$ cat config.mk
export PLATFORM = sky130hd
export DESIGN_NAME = pipelined_cla_adder
export DESIGN_NICKNAME = d
export VERILOG_FILES = /design/src/rtl/cla_pkg.sv /design/src/rtl/cla_group4.sv /design/src/rtl/pipelined_cla_adder.sv
export SDC_FILE = /design/constraint.sdc
export NUM_CORES = 1
export LEC_CHECK = 0
export CORE_MARGIN = 2
export CORE_UTILIZATION = 39
export CTS_BUF_LIST = sky130_fd_sc_hd__clkbuf_4 sky130_fd_sc_hd__clkbuf_8
export CTS_CLUSTER_DIAMETER = 50
export DETAILED_ROUTE_END_ITERATION = 6
export GPL_TIMING_DRIVEN = 0
export PLACE_DENSITY = 0.62
export SYNTH_ARGS = -nofsm -noshare
export SYNTH_HDL_FRONTEND = slang
export SYNTH_SLANG_ARGS = --single-unit
$ cat constraint.sdc
create_clock -name clk -period 3.55 [get_ports clk]
set_input_delay 0.5325 -clock clk [delete_from_list [all_inputs] [get_ports clk]]
set_output_delay 0.5325 -clock clk [all_outputs]
set_load 0.01 [all_outputs]
$ cat src/rtl/cla_pkg.sv
// cla_pkg: shared constants, group generate/propagate type and lookahead helper
// for the pipelined carry-lookahead adder. Imported by cla_group4 and pipelined_cla_adder.
package cla_pkg;
   localparam int GROUP_W = 4;
   typedef struct packed {
      logic g;
      logic p;
   } gp_t;
   function automatic gp_t group_gp(input logic [3:0] g, input logic [3:0] p);
      gp_t r;
      r.g = g[3] | (p[3] & g[2]) | (p[3] & p[2] & g[1]) | (p[3] & p[2] & p[1] & g[0]);
      r.p = &p;
      return r;
   endfunction
endpackage

$ cat src/rtl/cla_group4.sv
// cla_group4: combinational 4-bit carry-lookahead group.
// Ports: a, b   - 4-bit operands
//        cin    - carry into the group
//        s      - 4-bit sum
//        cout   - carry out of the group
//        g_grp  - group generate
//        p_grp  - group propagate
module cla_group4 import cla_pkg::*; (
   input  logic [3:0] a,
   input  logic [3:0] b,
   input  logic       cin,
   output logic [3:0] s,
   output logic       cout,
   output logic       g_grp,
   output logic       p_grp
);
   logic [3:0] g, p, c;
   gp_t gp;
   always_comb begin
      g = a & b;
      p = a ^ b;
      c[0] = cin;
      c[1] = g[0] | (p[0] & cin);
      c[2] = g[1] | (p[1] & g[0]) | (p[1] & p[0] & cin);
      c[3] = g[2] | (p[2] & g[1]) | (p[2] & p[1] & g[0]) | (p[2] & p[1] & p[0] & cin);
      gp = group_gp(g, p);
      s = p ^ c;
      cout = gp.g | (gp.p & cin);
      g_grp = gp.g;
      p_grp = gp.p;
   end
endmodule

$ cat src/rtl/pipelined_cla_adder.sv
// pipelined_cla_adder: WIDTH-bit adder/subtractor split into STAGES lookahead slices with
// a registered carry between slices and valid/ready backpressure per stage.
// Ports: clk, rst_n (async active-low)
//        in_valid/in_ready, a, b, c_in, sub  - operand handshake (sub: A-B-c_in)
//        out_valid/out_ready, sum, c_out     - result handshake (c_out=1 means no borrow in sub)
//        ovf                                 - signed overflow, present only with CLA_OVERFLOW_FLAG_EN
module pipelined_cla_adder import cla_pkg::*; #(
   parameter int WIDTH  = 32,
   parameter int STAGES = 2
) (
   input  logic             clk,
   input  logic             rst_n,
   input  logic             in_valid,
   output logic             in_ready,
   input  logic [WIDTH-1:0] a,
   input  logic [WIDTH-1:0] b,
   input  logic             c_in,
   input  logic             sub,
   output logic             out_valid,
   input  logic             out_ready,
   output logic [WIDTH-1:0] sum,
   output logic             c_out
`ifdef CLA_OVERFLOW_FLAG_EN
   ,
   output logic             ovf
`endif
);
   localparam int SW = WIDTH / STAGES;
   localparam int NG = SW / GROUP_W;
   localparam int L  = STAGES - 1;
   logic [WIDTH-1:0] a_q [STAGES], a_d [STAGES], b_q [STAGES], b_d [STAGES];
   logic [WIDTH-1:0] sum_q [STAGES], sum_d [STAGES];
   logic [WIDTH-1:0] a_in [STAGES], b_in [STAGES], s_in [STAGES];
   logic [SW-1:0]    ss [STAGES];
   logic [STAGES-1:0] v_q, v_d, c_q, c_d, sub_q, sub_d, load, ci, sco, scm, sub_in;
   logic [STAGES:0]   vin;
   logic              rdy_q, rdy_d, nxt, en, c_eff;
   logic [WIDTH-1:0]  b_eff;
   assign b_eff = sub ? ~b : b;
   assign c_eff = sub ? ~c_in : c_in;
   for (genvar k = 0; k < STAGES; k++) begin : g_stage
      if (k == 0) begin : g_first
         assign a_in[k]   = a;
         assign b_in[k]   = b_eff;
         assign s_in[k]   = '0;
         assign sub_in[k] = sub;
         assign ci[k]     = c_eff;
      end else begin : g_next
         assign a_in[k]   = a_q[k-1];
         assign b_in[k]   = b_q[k-1];
         assign s_in[k]   = sum_q[k-1];
         assign sub_in[k] = sub_q[k-1];
         assign ci[k]     = c_q[k-1];
      end
      logic [NG:0]   gc;
      logic [NG-1:0] gg, gpp, gco;
      assign gc[0] = ci[k];
      for (genvar j = 0; j < NG; j++) begin : g_grp
         cla_group4 u_grp (
            .a     (a_in[k][k*SW + j*GROUP_W +: GROUP_W]),
            .b     (b_in[k][k*SW + j*GROUP_W +: GROUP_W]),
            .cin   (gc[j]),
            .s     (ss[k][j*GROUP_W +: GROUP_W]),
            .cout  (gco[j]),
            .g_grp (gg[j]),
            .p_grp (gpp[j])
         );
         // inter-group carry from group G/P keeps the slice carry path lookahead
         assign gc[j+1] = gg[j] | (gpp[j] & gc[j]);
      end
      assign sco[k] = gc[NG];
      // carry into the slice MSB, recovered from its sum bit
      assign scm[k] = a_in[k][k*SW + SW - 1] ^ b_in[k][k*SW + SW - 1] ^ ss[k][SW-1];
   end
   // a stage loads when empty or when its successor drains it this cycle
   always_comb begin
      nxt = out_ready;
      load = '0;
      for (int k = L; k >= 0; k--) begin
         load[k] = ~v_q[k] | nxt;
         nxt = load[k];
      end
   end
   assign in_ready = rdy_q & load[0];
   assign vin = {v_q, in_valid & in_ready};
   always_comb begin
      rdy_d = 1'b1;
      en = 1'b0;
      for (int k = 0; k < STAGES; k++) begin
         en = load[k] & vin[k];
         v_d[k] = load[k] ? vin[k] : v_q[k];
         a_d[k] = en ? a_in[k] : a_q[k];
         b_d[k] = en ? b_in[k] : b_q[k];
         sub_d[k] = en ? sub_in[k] : sub_q[k];
         c_d[k] = en ? sco[k] : c_q[k];
         sum_d[k] = en ? s_in[k] : sum_q[k];
         if (en) sum_d[k][k*SW +: SW] = ss[k];
      end
   end
   always_ff @(posedge clk or negedge rst_n) begin
      if (!rst_n) begin
         rdy_q <= 1'b0;
         v_q <= '0;
         c_q <= '0;
         sub_q <= '0;
         for (int k = 0; k < STAGES; k++) begin
            a_q[k] <= '0;
            b_q[k] <= '0;
            sum_q[k] <= '0;
         end
      end else begin
         rdy_q <= rdy_d;
         v_q <= v_d;
         c_q <= c_d;
         sub_q <= sub_d;
         for (int k = 0; k < STAGES; k++) begin
            a_q[k] <= a_d[k];
            b_q[k] <= b_d[k];
            sum_q[k] <= sum_d[k];
         end
      end
   end
   assign out_valid = v_q[L];
   assign sum = sum_q[L];
   assign c_out = c_q[L];
`ifdef CLA_OVERFLOW_FLAG_EN
   logic ovf_q, ovf_d;
   assign ovf_d = (load[L] & vin[L]) ? (scm[L] ^ sco[L]) : ovf_q;
   always_ff @(posedge clk or negedge rst_n) begin
      if (!rst_n) ovf_q <= 1'b0;
      else ovf_q <= ovf_d;
   end
   assign ovf = ovf_q;
`endif
endmodule
== After elaboration in Yosys (flattened, before gate mapping) ==
Index checks and enable logic that the tools add are counted.
Storage, ports and cells
  register bits: 117
  input bits: 70
Cells by class
  muxes and demuxes: 4
  reduce and logical (&&, ||, !) cells: 8
  bitwise gates (word level): 234
Operators by type and width (count)
  AND 1 bit: 124
  OR 1 bit: 82
  XOR 4 bit: 16
  AND 4 bit: 8
  2-to-1 mux 16 bit: 2
  2-to-1 mux 32 bit: 1
  inverter 32 bit: 1
  AND reduction 4 bit: 8
  inverter 1 bit: 3
  2-to-1 mux 1 bit: 1

== Depth between registers and ports, before layout ==
Gate-level depths: netlist of run 1.
  word-level depth: 16
  mapped depth: 14

== By module ==
From an unflattened synthesis of run 1, not the netlist that was laid out.
Unflattened totals
  cells, all modules: 431
  area total of the unflattened synthesis: 5098.6 sq um
By module, submodules not included
  pipelined_cla_adder: cells an instance 255, instances 1, area each 3569.7 sq um, seq. area each 2127.0 sq um
  cla_group4 (g_stage[0].g_grp[2].u_grp ...): cells an instance 22, instances 6, area each 193.9 sq um, seq. area each 0.0 sq um
  cla_group4 (g_stage[0].g_grp[0].u_grp ...): cells an instance 22, instances 2, area each 182.7 sq um, seq. area each 0.0 sq um

== Least setup slack after synthesis of run 1 ==
No wires, ideal clock.
  path type: input port to flip-flop
  start: in sub
  end: reg sum_q, in the netlist s_in[12]
  data required time: 3.473 ns
  arrival time: 3.165 ns
  setup slack: 0.307 ns
  path buffers: 2
  stages: 13
  cell sequence: buf_4 > buf_1 > xor2_1 > ha_1 > nand3_1 > nor2_2 > nor4_2 > nor3_2 > nor2_2 > o21ai_1 > a31oi_1 > fa_1 > o21ai_1
On the way
  word-level cells in the longest chain between the ends: 13
RTL lines
  start: declaration: line pipelined_cla_adder.sv:18  | input logic sub,
  2-to-1 mux 32 bit: line pipelined_cla_adder.sv:39  | assign b_eff = sub ? ~b : b;
  XOR 4 bit or AND 4 bit (tied branches): line cla_group4.sv:21, cla_group4.sv:20
  AND 1 bit: line cla_pkg.sv:11  | r.g = g[3] | (p[3] & g[2]) | (p[3] & p[2] & g[1]) | (p[3] & p[2] & p[1] & g[0]);
  OR 1 bit or AND 1 bit (tied branches) (2 in a row): line cla_pkg.sv:11
  OR 1 bit: line cla_pkg.sv:11
  OR 1 bit
  AND 1 bit
  OR 1 bit
  AND 1 bit
  OR 1 bit
  XOR 4 bit (*): line cla_group4.sv:27  | s = p ^ c;
  2-to-1 mux 16 bit (*): line pipelined_cla_adder.sv:97  | if (en) sum_d[k][k*SW +: SW] = ss[k];
  end signal: indexed assignment: line pipelined_cla_adder.sv:119  | sum_q[k] <= sum_d[k];
  end: declaration: line pipelined_cla_adder.sv:32  | logic [WIDTH-1:0] sum_q [STAGES], sum_d [STAGES];
Every way passes the cells marked *; elsewhere a longest branch is shown, timed or not. The select of a mux whose other input is x is not followed.
A chain may end at the register's enable or synchronous reset.

== Worst setup path in the final report of run 1 ==
Ends and elaborated chain as after synthesis.

==> flow_summary_export.csv, run 1 <==
group,metric,value,unit
sta,min_period,3.14,ns
logic_synthesis,synth_most_common_cell,"nand2_1",
logic_synthesis,ys_types,47,
die,core,11900,um^2
grt,grt_max_degree,53,
sta,max_freq,0.319,GHz
place,placed_cells,722,
worst_setup_path,critical_path_class,"in2reg",
pwr,power.leakage,2.77,nW
clock_network,cts_buffer_depth,2,
sta,slew_headroom,50.4,%
clock_network,clk_latency,0.35,ns
worst_setup_path,startpoint_type,"input port",
sta,finClkSkew,0.00825,ns
sta,setup_viol_count_final,0,
detailed_routing,vias,3707,
clock_network,cts.clk_slew.worst_paths,0.08,ns
hold_path,holdCritPathClass,"in2async",
clock_network,cts_sinks,85,
clock_network,cts_buffers,9,
logic_synthesis,netlist.area_leader.share,45.2,%
clock_network,h-tree-depth,3,
finish,area_growth,30.6,%
finish,fillers,1136,
logic_synthesis,ys_seq_elements,85,
worst_setup_path,cp_slowest_cell,"fa_1",
logic_synthesis,synth_edf_count,0,
detailed_routing,wl,11200,um
sta,drv_slew,0,
status,status,"finished, final reports clean",
finish,nets,696,
grt,globalRouteTotalUtil,18.2,%
sta,fin_crit_sh,88.4,%
worst_setup_path,cp_data_arrival_time,3.42,ns
logic_synthesis,async_flop_share,100,%
logic_synthesis,synth_commonest_cells,"99 x nand2_1, 85 x dfrtp_1, 32 x ha_1",
finish,antenna_cells,0,
logic_synthesis,ys_seq_area_share,45.2,%
grt,overflow,0,
place,dp_hpwl,8590,um
sta,worst_pin_slew,0.745,ns
logic_synthesis,yosys_most_used_dff,"dfrtp_1",
logic_synthesis,synth_area_leaders,"dfrtp_1 45%, ha_1 8.5%, nand2_1 7.9%",
logic_synthesis,synth_largest_area_cell,"dfrtp_1",
logic_synthesis,netlist_instances,471,
grt,grt_pass1_wl,18500,um
worst_setup_path,critPathRequiredTime,3.83,ns
clock_network,postCtsSetupBuffers,0,
pwr,p_total,0.00349,W
detailed_routing,ant_nets,0,
die,rows,40,
place,port_buffers,103,
grt,grt_antenna_before_repair,0,
clock_network,cts_tree,"done",
pwr,power.density,568,nW/um^2
logic_synthesis,syn_nets,581,
pwr,ir_worst_vdd,0.212,mV
die,pin_count,105,
sta,hold_viol,0,
clock_network,ctsRootBufferMaster,"clkbuf_8",
place,place_congestion,0.804,
die,die-area,13000,um^2
detailed_routing,wl_per_cell,15.1,um
worst_setup_path,max_stage_delay,0.45,ns
detailed_routing,drt_iter0_drc,151,
worst_setup_path,crit_path_cell_trace,"buf_4 -> clkbuf_2 -> xor2_1 -> ha_1 -> nand3_1 -> nor2_2 -> nor4_2 -> nor3_2 -> nor2_2 -> o21ai_1 -> a31oi_1 -> fa_1 -> o21ai_1",
logic_synthesis,syn-cell-area,4700,um^2
logic_synthesis,synth_area_per_cell,9.99,um^2
die,die_y,114,um
place,placed_area,5940,um^2
grt,grt_pass1_vias,3818,
finish,finalInstanceArea,6140,um^2
worst_setup_path,crit_fanout,10,
worst_setup_path,end_kind,"flip-flop",
logic_synthesis,synth_warnings,0,
detailed_routing,via_per_inst,5.02,
sta,hold-worst-slack,0.121,ns
die,die_x,114,um
finish,post_route_cells_drive_above_1_share,7.95,%
flow_run,max_cap_violations,0,
detailed_routing,route.detailed.drc,0,
finish,final_cells,738,
sta,rsz0062_at_grt,"false",
detailed_routing,firstDrtPassIters,4,
die,start_util,39.5,%
## report_power, final
| group | leakage, nW | switching [W] | internal (W) |
|---|---|---|---|
| combinational | 1.63 | 0.000621 | 0.000743 |
| sequential | 1.05 | 0.000182 | 0.00126 |
| clock | 0.0957 | 0.000352 | 0.000332 |
## worst paths after layout
path	cells after the start	to	startpoint	slack [ns]
max	13	s_in[12]$_DFFE_PN0P_	sub	0.41
max reg2reg	8	sum[28]$_DFFE_PN0P_	a_in[18]$_DFFE_PN0P_	0.81
max in group asynchronous	2	s_in[11]$_DFFE_PN0P_	rst_n	2.82
min in group clk	2	s_in[4]$_DFFE_PN0P_	s_in[4]$_DFFE_PN0P_	0.49
min reg2reg	2	s_in[4]$_DFFE_PN0P_	s_in[4]$_DFFE_PN0P_	0.49
min	1	a_in[27]$_DFFE_PN0P_	rst_n	0.12
## per-layer routing
metal	up-vias	track usage (%)	routed length [um]	share of wire, %
met5	-	0	0	0
met2	98	30.8	5310	48
met3	12	3.61	556	5.0
met4	0	5.04	129	1.2
li1	1837	-	-	-
met1	1760	23.8	5170	46
## cells in the final DEF (no fill, tap or decap), types with 3 or more instances in the layout
| cell type | instances |
|---|---|
| clkdlybuf4s50_1 | 102 |
| nand2_1 | 99 |
| dfrtp_1 | 85 |
| ha_1 | 32 |
| o21ai_0 | 27 |
| xor2_1 | 26 |
| xnor2_1 | 25 |
| o21ai_1 | 23 |
| mux2_2 | 19 |
| clkbuf_1 | 18 |
| a21oi_1 | 16 |
| inv_1 | 15 |
| nand3_1 | 10 |
| clkbuf_8 | 9 |
| fa_1 | 8 |
| nor2_1 | 7 |
| a21o_1 | 5 |
| nand4_1 | 5 |
| nor2b_1 | 4 |
| or3_1 | 4 |
| nand2b_1 | 3 |
| o211ai_1 | 3 |
| a31oi_1 | 3 |
| a211oi_1 | 3 |
## cell families after synthesis
logic type / after synthesis / share of synthesized area [%]
mux: 20 / 4.76
buf+inv: 36 / 2.95
flops: 85 / 45.2
other cells: 1 / 0.0797
fa+ha+maj: 40 / 11.9
compound gates: 93 / 11.7
xor+xnor: 52 / 9.84
simple gates: 144 / 13.6
## worst max-delay path, delay by kind of cell
| family | cells | cell delay (ns) |
|---|---|---|
| fa+ha+maj | 2 | 0.73 |
| compound gates | 3 | 0.51 |
| buf+inv | 2 | 0.51 |
| simple gates | 5 | 0.90 |
| xor+xnor | 1 | 0.24 |
## cell type report
| type | count | area [um^2] | share of cell area (%) |
|---|---|---|---|
| clock buffer | 10 | 131 | 2.14 |
| clock inverter | 6 | 63.8 | 1.04 |
| buffer | 21 | 85.1 | 1.39 |
| inverter | 15 | 56.3 | 0.917 |
| multi-input combinational | 350 | 2440 | 39.7 |
| sequential | 85 | 2130 | 34.6 |
| timing repair buffer | 104 | 1060 | 17.2 |
| tap | 147 | 184 | 3.00 |
## repair_timing
| item | 4_1_cts | 5_1_grt |
|---|---|---|
| endpoints found under the setup margin | 0 | 2 |
| hold buffers | 0 | 0 |
| resized for setup | 0 | 3 |
| hold endpoints to repair | 0 | 0 |
## sequential cells by signal, indices dropped and copies added (netlist names)
signal and count:
c_q 2, rdy_q 1, v_q 2, s_in 16, sum 32, b_in 16, a_in 16
## stage by stage
| stage | utilization (%) | setup TNS, ns | setup WS, ns |
|---|---|---|---|
| 6_report | 51.6 | 0 | 0.413 |
| 5_1_grt | 51.6 | 0 | 0.120 |
| 4_1_cts | 51.5 | 0 | 0.0628 |
| 3_5_place_dp | 49.9 | -0.526 | -0.303 |
| 3_3_place_gp | 49.7 | -90.63 | -1.07 |
| 2_1_floorplan | - | 0 | 0.307 |
No activity file was read; power rests on OpenSTA's default activity.
==> run 2: changes to the inputs <==
==> constraint.sdc (replaced) <==
create_clock -name clk -period 3.55 [get_ports clk]
set_input_delay 0.5325 -clock clk [delete_from_list [all_inputs] [get_ports clk]]
set_output_delay 0.5325 -clock clk [all_outputs]
set_load 0.1 [all_outputs]
==> results of run 2 <==
Same layout as run 1 (identical final DEF). Status: finished, final reports clean.
Among the figures that moved: total power 0.00349 W -> 0.00475 W; worst IR drop on VDD 0.212 mV -> 0.367 mV
